## src/rtl/common_pkg.sv

```systemverilog
// Shared types and constants for the configuration-bus AXI-Lite initiator.
package common_pkg;

  // Transaction sequencing states of the AXI-Lite initiator
  typedef enum logic [2:0] {
    IDLE,
    WR_AW_W,
    WR_B,
    RD_AR,
    RD_R,
    RESP
  } cfg_mst_state_e;

  // Read data returned when a transaction is abandoned on timeout
  localparam logic [31:0] CFG_AXIL_ERR_RDATA = 32'hDEAD_BEEF;

endpackage

```

## src/rtl/cfg_wdog_timer.sv

```systemverilog
// Clear/enable/expire cycle counter used for hung-slave recovery.
// Expired is raised while enabled once LIMIT-1 enabled cycles have elapsed.
module cfg_wdog_timer #(
  parameter int LIMIT = 1024
) (
  input  logic clk,
  input  logic rstn,
  input  logic clear,
  input  logic enable,
  output logic expired
);

  localparam int CW = $clog2(LIMIT) + 1;

  logic [CW-1:0] count;

  assign expired = enable && (count == CW'(LIMIT - 1));

  // Count enabled cycles, restart on clear, hold once the limit is reached
  always_ff @(posedge clk or negedge rstn) begin
    if (!rstn) begin
      count <= '0;
    end else if (clear) begin
      count <= '0;
    end else if (enable && !expired) begin
      count <= count + 1'b1;
    end
  end

endmodule

```

## src/rtl/cfg_axil_master.sv

```systemverilog
// AXI-Lite initiator for single-beat configuration register requests.
// One transaction outstanding at a time; all m_* outputs are registered.
// Optional hung-slave recovery is enabled by defining CFG_AXIL_TIMEOUT_EN.
module cfg_axil_master
  import common_pkg::*;
#(
  parameter int ADDR_WIDTH     = 32,
  parameter int DATA_WIDTH     = 32,
  parameter int TIMEOUT_CYCLES = 1024,
  parameter logic [DATA_WIDTH-1:0] ERR_RDATA = DATA_WIDTH'(CFG_AXIL_ERR_RDATA)
) (
  input  logic                  clk,
  input  logic                  rstn,
  input  logic                  req_valid,
  output logic                  req_ready,
  input  logic                  req_write,
  input  logic [ADDR_WIDTH-1:0] req_addr,
  input  logic [DATA_WIDTH-1:0] req_wdata,
  output logic                  rsp_valid,
  input  logic                  rsp_ready,
  output logic [DATA_WIDTH-1:0] rsp_rdata,
  output logic                  rsp_err,
  output logic                  m_aw_valid,
  input  logic                  m_aw_ready,
  output logic [ADDR_WIDTH-1:0] m_aw_addr,
  output logic                  m_w_valid,
  input  logic                  m_w_ready,
  output logic [DATA_WIDTH-1:0] m_w_data,
  input  logic                  m_b_valid,
  output logic                  m_b_ready,
  output logic                  m_ar_valid,
  input  logic                  m_ar_ready,
  output logic [ADDR_WIDTH-1:0] m_ar_addr,
  input  logic                  m_r_valid,
  output logic                  m_r_ready,
  input  logic [DATA_WIDTH-1:0] m_r_data
);

  cfg_mst_state_e state, state_next;

  logic                  aw_done, aw_done_next;
  logic                  w_done, w_done_next;
  logic                  rsp_err_q, rsp_err_next;
  logic                  req_ready_next, rsp_valid_next;
  logic [DATA_WIDTH-1:0] rsp_rdata_next;
  logic                  aw_valid_next, w_valid_next, ar_valid_next;
  logic                  b_ready_next, r_ready_next;
  logic [ADDR_WIDTH-1:0] aw_addr_next, ar_addr_next;
  logic [DATA_WIDTH-1:0] w_data_next;
  logic [ADDR_WIDTH-1:0] word_addr;
  logic                  expired;

  assign word_addr = req_addr & ~ADDR_WIDTH'(3);

`ifdef CFG_AXIL_TIMEOUT_EN
  logic wait_state;
  logic in_idle;

  assign wait_state = (state == WR_AW_W) || (state == WR_B) ||
                      (state == RD_AR) || (state == RD_R);
  assign in_idle    = (state == IDLE);

  cfg_wdog_timer #(
    .LIMIT(TIMEOUT_CYCLES)
  ) u_wdog (
    .clk    (clk),
    .rstn   (rstn),
    .clear  (in_idle),
    .enable (wait_state),
    .expired(expired)
  );

  assign rsp_err = rsp_err_q;
`else
  logic unused_cfg;

  assign expired    = 1'b0;
  assign rsp_err    = 1'b0;
  assign unused_cfg = rsp_err_q ^ TIMEOUT_CYCLES[0];
`endif

  // Next-state and next-output decode; handshakes are evaluated against the registered valids/readys
  always_comb begin
    state_next     = state;
    aw_done_next   = aw_done;
    w_done_next    = w_done;
    rsp_valid_next = rsp_valid;
    rsp_rdata_next = rsp_rdata;
    rsp_err_next   = rsp_err_q;
    aw_valid_next  = m_aw_valid;
    w_valid_next   = m_w_valid;
    ar_valid_next  = m_ar_valid;
    aw_addr_next   = m_aw_addr;
    w_data_next    = m_w_data;
    ar_addr_next   = m_ar_addr;

    case (state)
      IDLE: begin
        if (req_valid && req_ready) begin
          if (req_write) begin
            state_next    = WR_AW_W;
            aw_valid_next = 1'b1;
            w_valid_next  = 1'b1;
            aw_addr_next  = word_addr;
            w_data_next   = req_wdata;
            aw_done_next  = 1'b0;
            w_done_next   = 1'b0;
          end else begin
            state_next    = RD_AR;
            ar_valid_next = 1'b1;
            ar_addr_next  = word_addr;
          end
        end
      end
      WR_AW_W: begin
        if (m_aw_valid && m_aw_ready) begin
          aw_valid_next = 1'b0;
          aw_done_next  = 1'b1;
        end
        if (m_w_valid && m_w_ready) begin
          w_valid_next = 1'b0;
          w_done_next  = 1'b1;
        end
        if (aw_done_next && w_done_next) begin
          state_next = WR_B;
        end else if (expired) begin
          state_next     = RESP;
          aw_valid_next  = 1'b0;
          w_valid_next   = 1'b0;
          rsp_valid_next = 1'b1;
          rsp_rdata_next = '0;
          rsp_err_next   = 1'b1;
        end
      end
      WR_B: begin
        if (m_b_valid && m_b_ready) begin
          state_next     = RESP;
          rsp_valid_next = 1'b1;
          rsp_rdata_next = '0;
          rsp_err_next   = 1'b0;
        end else if (expired) begin
          state_next     = RESP;
          rsp_valid_next = 1'b1;
          rsp_rdata_next = '0;
          rsp_err_next   = 1'b1;
        end
      end
      RD_AR: begin
        if (m_ar_valid && m_ar_ready) begin
          state_next    = RD_R;
          ar_valid_next = 1'b0;
        end else if (expired) begin
          state_next     = RESP;
          ar_valid_next  = 1'b0;
          rsp_valid_next = 1'b1;
          rsp_rdata_next = ERR_RDATA;
          rsp_err_next   = 1'b1;
        end
      end
      RD_R: begin
        if (m_r_valid && m_r_ready) begin
          state_next     = RESP;
          rsp_valid_next = 1'b1;
          rsp_rdata_next = m_r_data;
          rsp_err_next   = 1'b0;
        end else if (expired) begin
          state_next     = RESP;
          rsp_valid_next = 1'b1;
          rsp_rdata_next = ERR_RDATA;
          rsp_err_next   = 1'b1;
        end
      end
      RESP: begin
        if (rsp_ready) begin
          state_next     = IDLE;
          rsp_valid_next = 1'b0;
        end
      end
      default: begin
        state_next = IDLE;
      end
    endcase

    b_ready_next   = (state_next == WR_B);
    r_ready_next   = (state_next == RD_R);
    req_ready_next = (state_next == IDLE);
  end

  // State and registered output update; reset clears everything and abandons any transaction
  always_ff @(posedge clk or negedge rstn) begin
    if (!rstn) begin
      state      <= IDLE;
      aw_done    <= 1'b0;
      w_done     <= 1'b0;
      rsp_err_q  <= 1'b0;
      req_ready  <= 1'b0;
      rsp_valid  <= 1'b0;
      rsp_rdata  <= '0;
      m_aw_valid <= 1'b0;
      m_aw_addr  <= '0;
      m_w_valid  <= 1'b0;
      m_w_data   <= '0;
      m_b_ready  <= 1'b0;
      m_ar_valid <= 1'b0;
      m_ar_addr  <= '0;
      m_r_ready  <= 1'b0;
    end else begin
      state      <= state_next;
      aw_done    <= aw_done_next;
      w_done     <= w_done_next;
      rsp_err_q  <= rsp_err_next;
      req_ready  <= req_ready_next;
      rsp_valid  <= rsp_valid_next;
      rsp_rdata  <= rsp_rdata_next;
      m_aw_valid <= aw_valid_next;
      m_aw_addr  <= aw_addr_next;
      m_w_valid  <= w_valid_next;
      m_w_data   <= w_data_next;
      m_b_ready  <= b_ready_next;
      m_ar_valid <= ar_valid_next;
      m_ar_addr  <= ar_addr_next;
      m_r_ready  <= r_ready_next;
    end
  end

endmodule

```

## config.mk

```make
export PLATFORM = sky130hd
export DESIGN_NAME = cfg_axil_master
export DESIGN_NICKNAME = d
export VERILOG_FILES = /design/src/rtl/common_pkg.sv /design/src/rtl/cfg_wdog_timer.sv /design/src/rtl/cfg_axil_master.sv
export SDC_FILE = /design/constraint.sdc
export NUM_CORES = 1
export LEC_CHECK = 0
export CORE_MARGIN = 3
export CORE_UTILIZATION = 33
export DETAILED_ROUTE_END_ITERATION = 7
export GPL_ROUTABILITY_DRIVEN = 1
export PLACE_DENSITY = 0.66
export SLEW_MARGIN = 30
export SYNTH_ARGS = -nofsm -noshare
export SYNTH_HDL_FRONTEND = slang
export SYNTH_SLANG_ARGS = --single-unit
```

## constraint.sdc

```tcl
create_clock -name clk -period 4 [get_ports clk]
set_clock_uncertainty 0.2 [all_clocks]
set_input_delay 0.6 -clock clk [delete_from_list [all_inputs] [get_ports clk]]
set_output_delay 0.6 -clock clk [all_outputs]
set_load 0.05 [all_outputs]
```

==> results of run 1 <==
-- worst min-delay path by stage --
| stage | slack [ps] | depth (start not counted) | endpoint | startpoint |
|---|---|---|---|---|
| finish | 280 | 2 | rsp_rdata[29]$_DFFE_PN0P_ | rsp_rdata[29]$_DFFE_PN0P_ |
| global placement | 270 | 2 | rsp_rdata[26]$_DFFE_PN0P_ | rsp_rdata[26]$_DFFE_PN0P_ |
| CTS | 290 | 2 | rsp_rdata[29]$_DFFE_PN0P_ | rsp_rdata[29]$_DFFE_PN0P_ |
| global route | 300 | 1 | m_aw_addr[23]$_DFFE_PN0P_ | m_aw_addr[23]$_DFFE_PN0P_ |
| detailed placement | 280 | 2 | rsp_rdata[29]$_DFFE_PN0P_ | rsp_rdata[29]$_DFFE_PN0P_ |
| floorplan | 100 | 0 | aw_done$_DFFE_PN0P_ | rstn |
-- state kept, by name, indices dropped and copies added (netlist names) --
signal,count
m_w_data,32
rsp_rdata,32
m_ar_addr,30
m_aw_addr,30
state,3
aw_done,1
m_ar_valid,1
m_aw_valid,1
m_b_ready,1
m_r_ready,1
m_w_valid,1
req_ready,1
rsp_valid,1
w_done,1
-- report_power, final --
part | internal [mW] | switching [mW] | leakage [nW]
clock | 0.986 | 0.536 | 0.281
sequential | 2.00 | 0.360 | 1.69
combinational | 1.55 | 2.89 | 1.59
-- area by class of cell --
| class | count | share of cell area |
|---|---|---|
| Clock buffer | 25 | 0.05973 |
| Clock inverter | 3 | 0.007688 |
| Timing Repair Buffer | 240 | 0.2840 |
| Multi-Input combinational cell | 242 | 0.2148 |
| Inverter | 1 | 0.0004435 |
| Sequential cell | 136 | 0.4021 |
| Tap cell | 211 | 0.03119 |
-- synthesized netlist by cell type, types with 2 or more instances --
master	count
nor3b_1	2
nor2b_1	2
clkbuf_1	4
nand3_1	2
nor2_1	2
a21oi_1	5
buf_6	6
dfrtp_1	136
buf_4	7
mux2_2	29
nand2_1	75
nor3b_2	3
buf_2	9
mux2_1	63
o21ai_1	32
a31oi_1	3
-- metrics by stage --
| stage | cells | setup WS (ps) | hold slack (ps) | utilization | power (mW) |
|---|---|---|---|---|---|
| after floorplan | 405 | 2065 | 104.4 | - | 5.249 |
| after global placement | 829 | 1311 | 270.4 | 0.5072 | 6.785 |
| after detailed placement | 829 | 1255 | 276.1 | 0.5072 | 6.864 |
| after CTS | 858 | 1469 | 287.3 | 0.5446 | 8.428 |
| after global routing | 858 | 1439 | 303.6 | 0.5446 | 8.714 |
| final | 858 | 1507 | 284.1 | 0.5446 | 8.322 |
-- per-layer routing --
metal	global-route usage	up-vias	share of wire
li1	-	1838	-
met4	0.05543	0	0.015
met3	0.07024	16	0.092
met2	0.2573	155	0.48
met5	0	-	0
met1	0.1835	1874	0.41
-- cell families (layout without fill, tap and decap cells) --
family	after synthesis	count (layout)
DFF	136	136
and+or+nand+nor	99	99
muxes	92	92
AOI/OAI and AO/OA	46	46
buffers and inverters	27	269
other	1	5
-- what timing repair did --
item,in CTS,in global routing
hold buffers,1,0
setup buffers,0,0
endpoints found under the hold margin,2,0
==> impl_metrics.yaml, run 1 <==
status:
  status: "complete, no violations"
clock_network:
  clockBufferDepth: 2
  cts_tree: "done"
  cts_resized: 0
  numCtsBuffers: 17
  clkTransAtPathRegs_ps: 50
  cts_root_buf: "clkbuf_16"
  clk_latency_ps: 400
  htree_levels: 4
  cts_sinks: 136
finish:
  diodes: 0
  register_area_mm2: 0.003403
  multi_input_area_mm2: 0.001818
  layout_common_cells: "clkdlybuf4s50_1, dfrtp_1, nand2_1, mux2_1, o21ai_1"
  final_nets: 744
  drive_gt1_frac: 0.1082
  final_common_cell: "clkdlybuf4s50_1"
  fillers: 1329
  synthToLayoutAreaGrowth_pct: 57.74
  final_area_mm2: 0.008463
logic_synthesis:
  synth_area_leaders: "dfrtp_1, mux2_1, mux2_2, nand2_1, o21ai_1"
  synth-xor-area-share: 0
  synth_cells: 401
  synth.mux.area_fraction: 0.1931
  syn_area_per_cell_um2: 13.38
  synthAdderAreaFrac: 0
  synth_area_leader_cell: "dfrtp_1"
  synth_cell_types: 37
  synth-edff-count: 0
  ys_seq_area_frac: 0.6343
  synth_top_area_frac: 0.6343
  async_flop_share: 1.000
  ys_warn_count: 0
  synthSimpleGateAreaFrac: 0.09072
  synth_compound_area_frac: 0.04688
  ys.flop_type: "dfrtp_1"
  synth-seq-cells: 136
  syn_area_mm2: 0.005365
  synth_top_family_by_area: "multiplexers"
die:
  row_count: 45
  initial_core_util: 0.3452
  core-area_mm2: 0.01554
  fp.dieW_um: 133.5
  die_area_mm2: 0.01782
  io_pins: 242
  fp.dieH_um: 133.5
critical_path:
  crit_type: "reg2out"
  cp.arrival_ps: 1690
  critical_path.max_stage_delay_ps: 850
  cp_top_family: "buffers and inverters"
  startpoint_type: "register"
  cp.depth: 1
  rrSetupSlack_ps: 1670
  reg2regPathDepth: 4
  required_ps: 3200
  cp-end-kind: "output pin"
  path_buf_inv: 1
  crit_slowest_cell: "clkdlybuf4s50_1"
  rr_endpoint: "m_w_data[7]$_DFFE_PN0P_"
  path_max_fanout: 4
  cp_cell_sequence: "clkdlybuf4s50_1"
  crit_end: "m_b_ready"
  r2r_start: "state[1]$_DFF_PN0_"
  crit_start: "m_b_ready$_DFF_PN0_"
flow_run:
  max-cap-violations: 0
pwr:
  p_per_area_mw_per_mm2: 983.3
  power.leakage_nw: 3.562
  vdd_drop_max_mv: 0.6368
placement:
  post_dp_cell_area_mm2: 0.007883
  gp_congestion: 0.7957
  dpl.hpwl_um: 9915
  io_buffers: 234
route:
  dr.pass1.iters: 4
  vias_per_cell: 4.526
  drc_errors: 0
  drt_iter0_drc: 103
  routed-via-count: 3883
  antenna_left: 0
  drt-total-wl_um: 13570
  wire_per_inst_um: 15.82
global_routing:
  grt_pass1_vias: 4211
  grt_pass1_wl_um: 22140
  grt_antenna_before_repair: 0
  grt_overflow: 0
  track_usage: 0.1571
  grt_start_max_net_pins: 70
timing:
  fin_crit_sh: 0.6233
  drv_slew: 0
  tns_ps: 0
  rsz0062_at_grt: "no"
  slew_headroom: 0.4135
  hold_viol: 0
  worstMarginPinSlew_ps: 879.7
  fmax_mhz: 401.1
  setup_viol: 0
  layout_min_cycle_time_ps: 2493
hold_path:
  hold_class: "reg2reg"
Note: power is estimated with default switching activity, not from simulation.
==> run 2: changes to the inputs <==
- PLACE_DENSITY: 0.66 -> 0.68
- clock period: 4 -> 2.1 ns (I/O delays scaled with it)
==> impl_metrics.yaml, run 2 (synthesized netlist as in run 1, its figures left out) <==
critical_path:
  cp.arrival_ps: 1550
  cp_cell_sequence: "clkdlybuf4s50_1"
  required_ps: 1580
  rrSetupSlack_ps: 250
  reg2regPathDepth: 5
  rr_endpoint: "m_aw_addr[25]$_DFFE_PN0P_"
  crit_type: "reg2out"
  cp_top_family: "buffers and inverters"
  critical_path.max_stage_delay_ps: 800
  crit_slowest_cell: "clkdlybuf4s50_1"
  path_max_fanout: 2
  startpoint_type: "register"
  path_buf_inv: 1
  cp-end-kind: "output pin"
  r2r_start: "state[1]$_DFF_PN0_"
die:
  initial_core_util: 0.3452
  die_area_mm2: 0.01782
  io_pins: 242
  fp.dieW_um: 133.5
  row_count: 45
  fp.dieH_um: 133.5
  core-area_mm2: 0.01554
clock_network:
  clockBufferDepth: 2
  cts_sinks: 136
  cts_root_buf: "clkbuf_16"
  clkTransAtPathRegs_ps: 60
  cts_tree: "done"
  numCtsBuffers: 17
  clk_latency_ps: 410
  htree_levels: 4
timing:
  drv_slew: 0
  rsz0062_at_grt: "no"
  tns_ps: 0
  setup_viol: 0
  fmax_mhz: 484.8
  layout_min_cycle_time_ps: 2063
  fin_crit_sh: 0.9822
  slew_headroom: 0.6419
  hold_viol: 0
  hold-worst-slack_ps: 205.5
  worstMarginPinSlew_ps: 539.3
global_routing:
  grt_antenna_before_repair: 0
  grt_overflow: 0
  grt_pass1_vias: 4188
  grt_start_max_net_pins: 65
  track_usage: 0.1574
  grt_pass1_wl_um: 22180
status:
  status: "complete, no violations"
placement:
  dpl.hpwl_um: 10130
  gp_congestion: 0.8034
  io_buffers: 234
route:
  dr.pass1.iters: 4
  antenna_left: 0
  drt_iter0_drc: 176
  vias_per_cell: 4.542
  drc_errors: 0
  wire_per_inst_um: 15.65
  routed-via-count: 3965
  drt-total-wl_um: 13670
pwr:
  p_per_area_mw_per_mm2: 1810
  power.leakage_nw: 4.203
  vdd_drop_max_mv: 1.025
finish:
  reg.largest.list: "m_w_data: 32 flops, rsp_rdata: 32 flops"
  fillers: 1365
  layout_common_cells: "dfrtp_1, clkdlybuf4s50_1, dlygate4sd2_1, nand2_1, mux2_1"
  diodes: 0
  drive_gt1_frac: 0.1511
  synthToLayoutAreaGrowth_pct: 59.91
  final_nets: 755
  final_common_cell: "dfrtp_1"
hold_path:
  hold_class: "in2async"
flow_run:
  max-cap-violations: 0
run 2: metal layers:
| layer | up-vias | global-route usage | part of all wire |
|---|---|---|---|
| li1 | 1873 | - | - |
| met3 | 15 | 0.07326 | 0.11 |
| met1 | 1904 | 0.1832 | 0.40 |
| met4 | 0 | 0.05714 | 0.016 |
| met5 | - | 0 | 0 |
| met2 | 173 | 0.2559 | 0.48 |
run 2: power breakdown:
| part | switching (mW) | total, mW | internal [mW] |
|---|---|---|---|
| clock network | 1.10 | 3.09 | 2.00 |
| logic | 5.60 | 8.03 | 2.44 |
| registers | 0.593 | 4.41 | 3.81 |
run 2: worst max path at each step:
stage | startpoint | to | cells after the start
finish | rsp_rdata[30]$_DFFE_PN0P_ | rsp_rdata[30] | 1
global route | rsp_rdata[30]$_DFFE_PN0P_ | rsp_rdata[30] | 1
CTS | m_aw_addr[2]$_DFFE_PN0P_ | m_aw_addr[2] | 1
detailed placement | req_valid | m_aw_addr[25]$_DFFE_PN0P_ | 5
global placement | req_valid | m_aw_addr[23]$_DFFE_PN0P_ | 5
floorplan | req_ready$_DFF_PN0_ | m_aw_addr[10]$_DFFE_PN0P_ | 5
run 2: what timing repair did:
action / CTS / global route
buffers inserted: 0 / 0
endpoints found under the setup margin: 89 / 24
hold buffers: 1 / 0
resized for setup: 89 / 24
endpoints found under the hold margin: 45 / 0
cloned: 0 / 0
run 2: layout make-up:
type,count,area (µm²),share of cell area
clock buffers,22,484.2,0.05644
clock inverters,10,141.4,0.01648
inverters,1,3.754,0.0004375
multi-input cells,242,1818,0.2119
flip-flops and latches,136,3403,0.3967
well taps,211,264.0,0.03077
repair buffers,251,2465,0.2873
run 2: stage by stage:
stage | util | power, mW | cells | setup slack [ps] | area (µm²)
2_1_floorplan | - | 9.998 | 405 | 165.2 | 5380
3_3_place_gp | 0.5145 | 13.01 | 840 | 84.04 | 7995
3_5_place_dp | 0.5145 | 13.17 | 840 | 66.49 | 7995
4_1_cts | 0.5482 | 15.76 | 873 | 0.08937 | 8519
5_1_grt | 0.5521 | 16.30 | 873 | 1.502 | 8579
6_report | 0.5521 | 15.53 | 873 | 37.48 | 8579
==> run 3: changes to the inputs <==
- PLACE_DENSITY: 0.68 -> 0.66
==> impl_metrics.yaml, run 3 (synthesized netlist as in run 1, its figures left out) <==
placement:
  gp_congestion: 0.7767
  io_buffers: 234
  dpl.hpwl_um: 10320
die:
  initial_core_util: 0.3452
  die_area_mm2: 0.01782
  io_pins: 242
  row_count: 45
  core-area_mm2: 0.01554
  fp.dieH_um: 133.5
  fp.dieW_um: 133.5
route:
  routed-via-count: 4005
  vias_per_cell: 4.582
  drt-total-wl_um: 13900
  wire_per_inst_um: 15.91
  antenna_left: 0
  drc_errors: 0
  drt_iter0_drc: 129
  dr.pass1.iters: 4
clock_network:
  clockBufferDepth: 2
  cts_sinks: 136
  htree_levels: 4
  cts_root_buf: "clkbuf_16"
  cts_tree: "done"
  clkTransAtPathRegs_ps: 50
  clk_latency_ps: 400
  numCtsBuffers: 17
global_routing:
  grt_pass1_wl_um: 22320
  track_usage: 0.1575
  grt_overflow: 0
  grt_antenna_before_repair: 0
  grt_start_max_net_pins: 65
  grt_pass1_vias: 4315
critical_path:
  path_max_fanout: 2
  path_buf_inv: 1
  cp-end-kind: "output pin"
  required_ps: 1580
  startpoint_type: "register"
  cp_cell_sequence: "clkdlybuf4s50_1"
  critical_path.max_stage_delay_ps: 800
  crit_slowest_cell: "clkdlybuf4s50_1"
  crit_start: "m_w_data[9]$_DFFE_PN0P_"
  cp.arrival_ps: 1530
  r2r_start: "state[2]$_DFF_PN0_"
  cp_top_family: "buffers and inverters"
  crit_type: "reg2out"
pwr:
  combPwrFrac: 0.525
  vdd_drop_max_mv: 1.204
  switching_share: 0.4642
  pwr-share-clk: 0.192
  p_seq_frac: 0.283
  power.leakage_nw: 4.546
  p_per_area_mw_per_mm2: 1794
  power_switching_mw: 7.230
  power.internal_mw: 8.347
finish:
  diodes: 0
  register_area_mm2: 0.003403
  reg.largest.list: "m_w_data: 32 flops, rsp_rdata: 32 flops"
  layout_common_cells: "dfrtp_1, clkdlybuf4s50_1, nand2_1, mux2_1, dlygate4sd2_1"
  fin_util: 0.5588
  fillers: 1343
  final_common_cell: "dfrtp_1"
  final_nets: 757
  drive_gt1_frac: 0.1463
  synthToLayoutAreaGrowth_pct: 61.85
  multi_input_area_mm2: 0.001818
timing:
  drv_slew: 0
  setup_viol: 0
  worstMarginPinSlew_ps: 538.0
  hold_viol: 0
  rsz0062_at_grt: "no"
  fin_crit_sh: 0.9753
  tns_ps: 0
  slew_headroom: 0.6408
  fmax_mhz: 488.3
  layout_min_cycle_time_ps: 2048
status:
  status: "complete, no violations"
hold_path:
  hold_class: "in2async"
flow_run:
  max-cap-violations: 0
run 3: path summary, 6_finish.rpt:
kind / to / slack [ps] / cells after the start
worst max-delay path: m_w_data[9] / 50 / 1
worst min-delay path: rsp_rdata[1]$_DFFE_PN0P_ / 230 / 2
worst max register to register: rsp_rdata[24]$_DFFE_PN0P_ / 220 / 6
worst min register to register: rsp_rdata[6]$_DFFE_PN0P_ / 280 / 2
max in group asynchronous: m_w_data[10]$_DFFE_PN0P_ / 870 / 3
min in group clk: rsp_rdata[4]$_DFFE_PN0P_ / 250 / 3
run 3: timing repair:
| item | 4_1_cts | 5_1_grt |
|---|---|---|
| resized for setup | 60 | 59 |
| hold buffers | 1 | 0 |
| endpoints found under the setup margin | 60 | 59 |
| setup buffers | 0 | 0 |
| endpoints found under the hold margin | 47 | 0 |
run 3: metrics by stage:
stage | cells | hold slack (ps) | cell area (µm²) | power [mW] | setup WS (ps)
4_1_cts | 874 | 226.1 | 8536 | 15.84 | 1.178
3_3_place_gp | 842 | 95.44 | 8003 | 13.01 | 118.3
3_5_place_dp | 842 | 101.7 | 8003 | 13.16 | 62.48
6_report | 874 | 233.8 | 8683 | 15.58 | 51.93
2_1_floorplan | 405 | -180.6 | 5380 | 9.998 | 165.2
5_1_grt | 874 | 231.3 | 8683 | 16.32 | 7.175
run 3: cell type report:
cell class	count	area share
Sequential cell	136	0.3919
Clock inverter	8	0.01383
Inverter	1	0.0004323
Tap cell	211	0.03040
Timing Repair Buffer	253	0.2990
Multi-Input combinational cell	242	0.2094
Clock buffer	23	0.05504
run 3: metal layers:
metal / vias to the layer above / wire [µm] / track usage
li1: 1872 / - / -
met1: 1952 / 5485 / 0.1763
met2: 164 / 6811 / 0.2652
met3: 17 / 1398 / 0.08044
met4: 0 / 206 / 0.04400
met5: - / 0 / 0
run 3: power by group through the flow:
stage / clock network, mW / registers, mW / logic, mW
5_1_grt: 3.21 / 4.57 / 8.54
3_5_place_dp: 0 / 4.51 / 8.65
3_3_place_gp: 0 / 4.44 / 8.57
4_1_cts: 3.08 / 4.45 / 8.31
2_1_floorplan: 0 / 8.46 / 1.54
6_report: 3.00 / 4.41 / 8.17
